### src/rtl/mux_share_arbiter_if.sv
//------------------------------------------------------------------------------
// mux_share_arbiter_if : requester/arbiter signal bundle for the shared 2:1 mux
// Revision: 1.0
//------------------------------------------------------------------------------
`default_nettype none

interface mux_share_arbiter_if #(
   parameter int WIDTH = 1
);
   logic             req0;
   logic             req1;
   logic [WIDTH-1:0] d0;
   logic [WIDTH-1:0] d1;
   logic             gnt0;
   logic             gnt1;
   logic             sel;
   logic [WIDTH-1:0] dout;
   logic             dout_valid;

   modport master (
      output req0, req1, d0, d1,
      input  gnt0, gnt1, sel, dout, dout_valid
   );

   modport slave (
      input  req0, req1, d0, d1,
      output gnt0, gnt1, sel, dout, dout_valid
   );
endinterface

`default_nettype wire

### src/rtl/mux_share_arbiter.sv
//------------------------------------------------------------------------------
// mux_share_arbiter : two-requester round-robin owner of a 2:1 mux select,
//                     with registered output and a per-grant beat cap
// Revision: 1.0
//------------------------------------------------------------------------------
`default_nettype none

module mux_share_arbiter #(
   parameter int WIDTH    = 1,
   parameter int MAX_HOLD = 4
) (
   input  wire logic           clk,
   input  wire logic           rst_n,
   mux_share_arbiter_if.slave  bus
);

   localparam logic [1:0] IDLE = 2'd0;
   localparam logic [1:0] OWN0 = 2'd1;
   localparam logic [1:0] OWN1 = 2'd2;

   localparam logic [3:0] HOLD_LIMIT = 4'(MAX_HOLD - 1);
   localparam logic [3:0] HOLD_SAT   = 4'hF;

   logic [1:0]       state_q, state_d;
   logic             prio_q, prio_d;
   logic             sel_q, sel_d;
   logic [3:0]       hold_cnt_q, hold_cnt_d;
   logic [WIDTH-1:0] dout_q, dout_d;
   logic             dout_valid_q, dout_valid_d;
   logic             xfer;

   always_comb begin
      state_d      = state_q;
      prio_d       = prio_q;
      sel_d        = sel_q;
      hold_cnt_d   = hold_cnt_q;
      dout_d       = dout_q;
      dout_valid_d = 1'b0;

      xfer = ((state_q == OWN0) && bus.req0) || ((state_q == OWN1) && bus.req1);

      case (state_q)
         IDLE: begin
            if (bus.req0 && bus.req1)
               state_d = prio_q ? OWN1 : OWN0;
            else if (bus.req0)
               state_d = OWN0;
            else if (bus.req1)
               state_d = OWN1;
         end
         OWN0: begin
            if (!bus.req0)
               state_d = bus.req1 ? OWN1 : IDLE;
            else if (bus.req1 && (hold_cnt_q == HOLD_LIMIT))
               state_d = OWN1;
         end
         OWN1: begin
            if (!bus.req1)
               state_d = bus.req0 ? OWN0 : IDLE;
            else if (bus.req0 && (hold_cnt_q == HOLD_LIMIT))
               state_d = OWN0;
         end
         default: state_d = IDLE;
      endcase

      // sel already points at the owner, so it doubles as the data select
      if (xfer) begin
         dout_d       = sel_q ? bus.d1 : bus.d0;
         dout_valid_d = 1'b1;
      end

      if (state_d != state_q) begin
         if (state_q == OWN0) prio_d = 1'b1;
         if (state_q == OWN1) prio_d = 1'b0;
         if (state_d == OWN0) begin
            sel_d      = 1'b0;
            hold_cnt_d = 4'd0;
         end
         if (state_d == OWN1) begin
            sel_d      = 1'b1;
            hold_cnt_d = 4'd0;
         end
      end else if (xfer && (hold_cnt_q != HOLD_SAT)) begin
         hold_cnt_d = hold_cnt_q + 4'd1;
      end
   end

   always_ff @(posedge clk) begin
      if (!rst_n) begin
         state_q      <= IDLE;
         prio_q       <= 1'b0;
         sel_q        <= 1'b0;
         hold_cnt_q   <= 4'd0;
         dout_q       <= '0;
         dout_valid_q <= 1'b0;
      end else begin
         state_q      <= state_d;
         prio_q       <= prio_d;
         sel_q        <= sel_d;
         hold_cnt_q   <= hold_cnt_d;
         dout_q       <= dout_d;
         dout_valid_q <= dout_valid_d;
      end
   end

   assign bus.gnt0       = (state_q == OWN0);
   assign bus.gnt1       = (state_q == OWN1);
   assign bus.sel        = sel_q;
   assign bus.dout       = dout_q;
   assign bus.dout_valid = dout_valid_q;

endmodule

`default_nettype wire

### src/flat_wrapper.sv
// flat-port wrapper written by rule: the top's interface ports become plain ports
module mux_share_arbiter_flat 
#(
   parameter int WIDTH    = 1,
   parameter int MAX_HOLD = 4
)
  (clk, rst_n, bus_req0, bus_req1, bus_d0, bus_d1, bus_gnt0, bus_gnt1, bus_sel, bus_dout, bus_dout_valid);
  mux_share_arbiter_if #(.WIDTH(WIDTH)) bus_i ();
  input  wire logic clk;
  input  wire logic rst_n;
  input wire logic [$bits(bus_i.req0)-1:0] bus_req0;
  input wire logic [$bits(bus_i.req1)-1:0] bus_req1;
  input wire logic [$bits(bus_i.d0)-1:0] bus_d0;
  input wire logic [$bits(bus_i.d1)-1:0] bus_d1;
  output wire logic [$bits(bus_i.gnt0)-1:0] bus_gnt0;
  output wire logic [$bits(bus_i.gnt1)-1:0] bus_gnt1;
  output wire logic [$bits(bus_i.sel)-1:0] bus_sel;
  output wire logic [$bits(bus_i.dout)-1:0] bus_dout;
  output wire logic [$bits(bus_i.dout_valid)-1:0] bus_dout_valid;
  assign bus_i.req0 = bus_req0;
  assign bus_i.req1 = bus_req1;
  assign bus_i.d0 = bus_d0;
  assign bus_i.d1 = bus_d1;
  assign bus_gnt0 = bus_i.gnt0;
  assign bus_gnt1 = bus_i.gnt1;
  assign bus_sel = bus_i.sel;
  assign bus_dout = bus_i.dout;
  assign bus_dout_valid = bus_i.dout_valid;
  mux_share_arbiter #(.WIDTH(WIDTH), .MAX_HOLD(MAX_HOLD)) u_core (.clk(clk), .rst_n(rst_n), .bus(bus_i));
endmodule
### config.mk
export PLATFORM = sky130hd
export DESIGN_NAME = mux_share_arbiter_flat
export DESIGN_NICKNAME = d
export VERILOG_FILES = /design/src/rtl/mux_share_arbiter_if.sv /design/src/rtl/mux_share_arbiter.sv /design/src/flat_wrapper.sv
export SDC_FILE = /design/constraint.sdc
export NUM_CORES = 1
export LEC_CHECK = 0
export BUFFER_PORTS_ARGS = -buffer_cell sky130_fd_sc_hd__buf_4
export CAP_MARGIN = 20
export CELL_PAD_IN_SITES_DETAIL_PLACEMENT = 1
export CELL_PAD_IN_SITES_GLOBAL_PLACEMENT = 1
export CORE_MARGIN = 5
export CORE_UTILIZATION = 47
export CTS_BUF_LIST = sky130_fd_sc_hd__clkbuf_8
export DETAILED_ROUTE_END_ITERATION = 7
export PLACE_DENSITY_LB_ADDON = 0.08
export REMOVE_ABC_BUFFERS = 1
export SYNTH_ARGS = -nofsm -noshare
export SYNTH_HDL_FRONTEND = slang
export SYNTH_SLANG_ARGS = --single-unit
### constraint.sdc
create_clock -name clk -period 5.06 [get_ports clk]
set_input_delay 1.012 -clock clk [delete_from_list [all_inputs] [get_ports clk]]
set_output_delay 1.012 -clock clk [all_outputs]
set_load 0.02 [all_outputs]
; ---- Yosys cells after proc, flatten, opt, wreduce, memory -nomap -nowiden
; Index checks and enable logic that the tools add are counted.
[classes]
muxes = 21
reduce_logical = 14
n_addsub = 1
eq_ne = 8
[op_table]
columns = cell, count
row1 = $mux 2, 9
row2 = $mux 4, 4
row3 = $mux 1, 7
row4 = $logic_and 1x1->1, 6
row5 = $pmux 2 s3, 1
row6 = $reduce_and 2->1, 3
row7 = $reduce_bool 2->1, 3
row8 = $add 4x1->4 const B, 1
row9 = $eq 2x1->1 const B, 2
row10 = $eq 2x2->1 const B, 2
row11 = $eq 4x2->1 const B, 1
row12 = $ne 4x4->1 const B, 1
row13 = $ne 3x3->1 const B, 1
row14 = $logic_not 2->1, 1
row15 = $ne 2x2->1, 1
row16 = $logic_or 1x1->1, 1
[word_totals]
wordCells = 50
regBits = 10
input_bits = 6

; ---- Logic depth before layout (Yosys ltp)
[logic_depth]
depth_word = 9
ltp_mapped = 11

; ---- Least setup slack after synthesis
; No wires, ideal clock.
[synth_path]
path_type = input to register
start = input bus_req1
end = register u_core.hold_cnt_q[1]
path_slack_ns = 2.417
setup_time_ns = 0.074
path_stages = 10
required_ns = 4.986
n_path_buf = 1
arrival_time_ns = 2.569
cell_sequence = buf_4 > and3b_1 > a31oi_4 > nand2_2 > a21oi_1 > or2_2 > ha_1 > nand2_1 > a21o_1 > a31oi_2
[synth_between]
elab_chain_len = 7
elab_cells_between_ends = 21
classes_between = 4 x eq/ne / 10 x mux / 7 x reduce/logical
[synth_rtl]
columns = item, line_no
row1 = from (decl), flat_wrapper.sv:12  ; input wire logic [$bits(bus_i.req1)-1:0] bus_req1;
row2 = $mux 2 / $logic_and 1x1->1 (equally long branches), "mux_share_arbiter.sv:48, mux_share_arbiter.sv:54"
row3 = "$mux 2, on equally long branches", "mux_share_arbiter.sv:46, mux_share_arbiter.sv:54"
row4 = "$mux 2, on equally long branches", "mux_share_arbiter.sv:44, mux_share_arbiter.sv:52"
row5 = $pmux 2 s3, mux_share_arbiter.sv:42  ; case (state_q)
row6 = $eq 2x2->1 (tied with other cells), mux_share_arbiter.sv:79  ; if (state_d == OWN1) begin
row7 = $ne 3x3->1 (no source line) (tied with other cells), -
row8 = $reduce_and 2->1 (no source line) / $mux 4 (equally long branches), -
row9 = to (signal assigned), mux_share_arbiter.sv:100  ; hold_cnt_q <= hold_cnt_d;
row10 = to (decl), mux_share_arbiter.sv:27  ; logic [3:0] hold_cnt_q, hold_cnt_d;
; Several ways; a longest one is shown, not always the timed one.
; A chain may end at the register's enable or synchronous reset.

; ---- Worst setup path in the final report
[layout_path]
start = input bus_req1
end = register u_core.hold_cnt_q[2]
; The elaborated chain is that of the path after synthesis.

==> impl_metrics.env <==
export IMPL_clk_latency_ns=0.24
export IMPL_synth_cells=95
export IMPL_num_vias=734
export IMPL_num_nets_final=118
export IMPL_run_status="completed"
export IMPL_hp_class="reg2reg"
export IMPL_yosysTopAreaCell="dfxtp_1"
export IMPL_fin_skew_ns=0.002371
export IMPL_startpoint="bus_req1"
export IMPL_ant_nets=0
export IMPL_worst_slew_pin_slew_ns=0.6158
export IMPL_numCtsBuffers=3
export IMPL_cp_start_kind="input pin"
export IMPL_rsz0062_at_grt="no"
export IMPL_powerDensity_mw_per_mm2=407.8
export IMPL_die_area_mm2=0.002616
export IMPL_avgSynthCellArea_um2=8.376
export IMPL_ys_flop_type="dfxtp_1"
export IMPL_hpwlAfterDp_um=1513
export IMPL_dieHeight_um=51.15
export IMPL_rows=14
export IMPL_synth_top_area_share_pct=25.16
export IMPL_via_per_inst=6.066
export IMPL_seq_area_frac_synth_pct=25.16
export IMPL_first_pass_iters=4
export IMPL_maxCapViolations=0
export IMPL_max_freq_ghz=0.3820
export IMPL_place_port_buffers=10
export IMPL_yosys_top_cells_area="dfxtp_1, ha_1, nand2_1, a21o_1, nor2_1"
export IMPL_start_util_pct=51.04
export IMPL_r2r_cells=8
export IMPL_crit_path_end_kind="flop"
export IMPL_path_class="in2reg"
export IMPL_post_route_drc_count=0
export IMPL_r2r_end="u_core.prio_q"
export IMPL_path_max_fanout=9
export IMPL_cts_max_level=1
export IMPL_post_drt_wl_per_cell_um=16.58
export IMPL_worstPathRequired_ns=5.23
export IMPL_ys_ff_latch=10
export IMPL_drive_gt1_share_pct=22.86
export IMPL_core_mm2=0.001559
export IMPL_area_growth_syn_to_layout_pct=14.47
export IMPL_finalHoldViolations=0
export IMPL_clkTransAtPathRegs_ns=0.05
export IMPL_grtUsageTotal_pct=17.53
export IMPL_antenna_found_initial=0
export IMPL_setup_viol=0
export IMPL_layout_min_cycle_time_ns=2.618
export IMPL_post_cts_repair_setup_buffers=0
export IMPL_cts_resized=0
export IMPL_setup_tns_ns=0
export IMPL_layout_common_cells="nand2_1, nor2_1, buf_4, dfxtp_1, ha_1"
export IMPL_ys_warn_count=0
export IMPL_overflow=0
export IMPL_grt_pass1_vias=748
export IMPL_cellLeakagePower_nw=0.3807
export IMPL_gp_congestion=0.7393
export IMPL_crit_path_end="u_core.hold_cnt_q[2]"
export IMPL_final_common_cell="nand2_1"
export IMPL_syn_area_um2=795.8
export IMPL_cp_arrival_ns=2.78
export IMPL_synth_distinct_cells=33
export IMPL_final_cell_area_um2=910.9
export IMPL_synth_edff_count=0
export IMPL_r2r_start="u_core.state_q[0]"
export IMPL_clock_sink_count=10
export IMPL_antenna_cells=0
export IMPL_grt_first_pass_wirelength_um=3491
export IMPL_async_flop_share_pct=0
export IMPL_tritoncts="yes"
export IMPL_fin_crit_sh_pct=51.73
export IMPL_grt_max_degree=15
export IMPL_io_pins=11
export IMPL_drtIter0Drc=11
export IMPL_chipWidth_um=51.15
export IMPL_place_area_um2=855.8
export IMPL_cts_root_buffer_cell="clkbuf_8"
export IMPL_ir_drop_mv=0.2391
export IMPL_drv_slew=0
export IMPL_totalWireLength_um=2006
export IMPL_cts_hold_buf=0
export IMPL_slew_headroom_pct=58.95
export IMPL_cts_buffer_depth=2
export IMPL_r2r_slack_ns=2.52
[power by group]
group / total, mW / switching [mW] / internal (mW)
Sequential: 0.102 / 0.0130 / 0.0892
Combinational: 0.168 / 0.102 / 0.0663
Clock: 0.101 / 0.0326 / 0.0685
[logic make-up (layout without fill, tap and decap cells)]
kind of cell	after synthesis	after routing	synth area share [%]
AOI/OAI and AO/OA	25	25	26.26
DFF	10	10	25.16
buffers and inverters	8	18	6.288
muxes	4	4	5.660
adders and majority gates	6	6	9.434
and+or+nand+nor	42	42	27.20
[cell type report]
class | instances | area (um^2)
Inverter | 4 | 15.01
Multi-Input combinational cell | 77 | 545.5
Clock buffer | 4 | 55.05
Tap cell | 16 | 20.02
Timing Repair Buffer | 10 | 75.07
Sequential cell | 10 | 200.2
Fill cell | 202 | 648.1
[state kept, by name, summed over array words and instances (netlist names)]
name,cells
u_core.hold_cnt_q,4
u_core.state_q,2
u_core.bus.dout,1
u_core.bus.dout_valid,1
u_core.bus.sel,1
u_core.prio_q,1
[cell usage after synthesis (2+ instances only)]
library cell and count:
o21ai_0 2, a21oi_1 5, nand4b_1 3, nand4_1 4, mux2i_1 3, ha_1 6
buf_6 2, a21o_1 5, nor2_1 10, nand2_1 14, nand2b_1 2, inv_1 4
a31oi_1 4, or2_2 2, dfxtp_1 10, nand3_1 2
[metrics by stage]
| step | hold WS (ns) | setup slack (ns) | utilization, % | total power [mW] | instances |
|---|---|---|---|---|---|
| final | 0.4674 | 2.442 | 58.43 | 0.3714 | 121 |
| after global routing | 0.4955 | 2.320 | 58.43 | 0.3975 | 121 |
| after CTS | 0.4695 | 2.449 | 58.43 | 0.3733 | 121 |
| after detailed placement | 0.4600 | 2.221 | 54.90 | 0.2707 | 117 |
| after global placement | 0.4608 | 2.298 | 54.90 | 0.2626 | 117 |
| after floorplan | 0.4350 | 2.567 | - | 0.2227 | 91 |
[worst max-delay path: stages]
cell and delay [ns]:
buf_4 0.14, and3b_1 0.26, a31oi_4 0.06, nand2_2 0.10, a21oi_1 0.06, or2_2 0.31
ha_1 0.42, nand2_1 0.11, a21o_1 0.17, a31oi_1 0.14
[layer usage]
layer  GRT usage [%]  vias up  wire length [um]
li1                -      363                 -
met1           22.18      353               975
met2           28.54       16               910
met3           5.814        2                98
met4           4.484        0                21
met5               0        -                 0
[how the worst min path moves through the flow]
stage / startpoint / end / slack, ns / cells past startpoint
after global routing: u_core.prio_q / u_core.prio_q / 0.50 / 2
after detailed placement: u_core.prio_q / u_core.prio_q / 0.46 / 2
after CTS: u_core.prio_q / u_core.prio_q / 0.47 / 2
final: u_core.prio_q / u_core.prio_q / 0.47 / 2
after global placement: u_core.prio_q / u_core.prio_q / 0.46 / 2
after floorplan: u_core.prio_q / u_core.prio_q / 0.43 / 2
(Power assumes the default switching activity.)
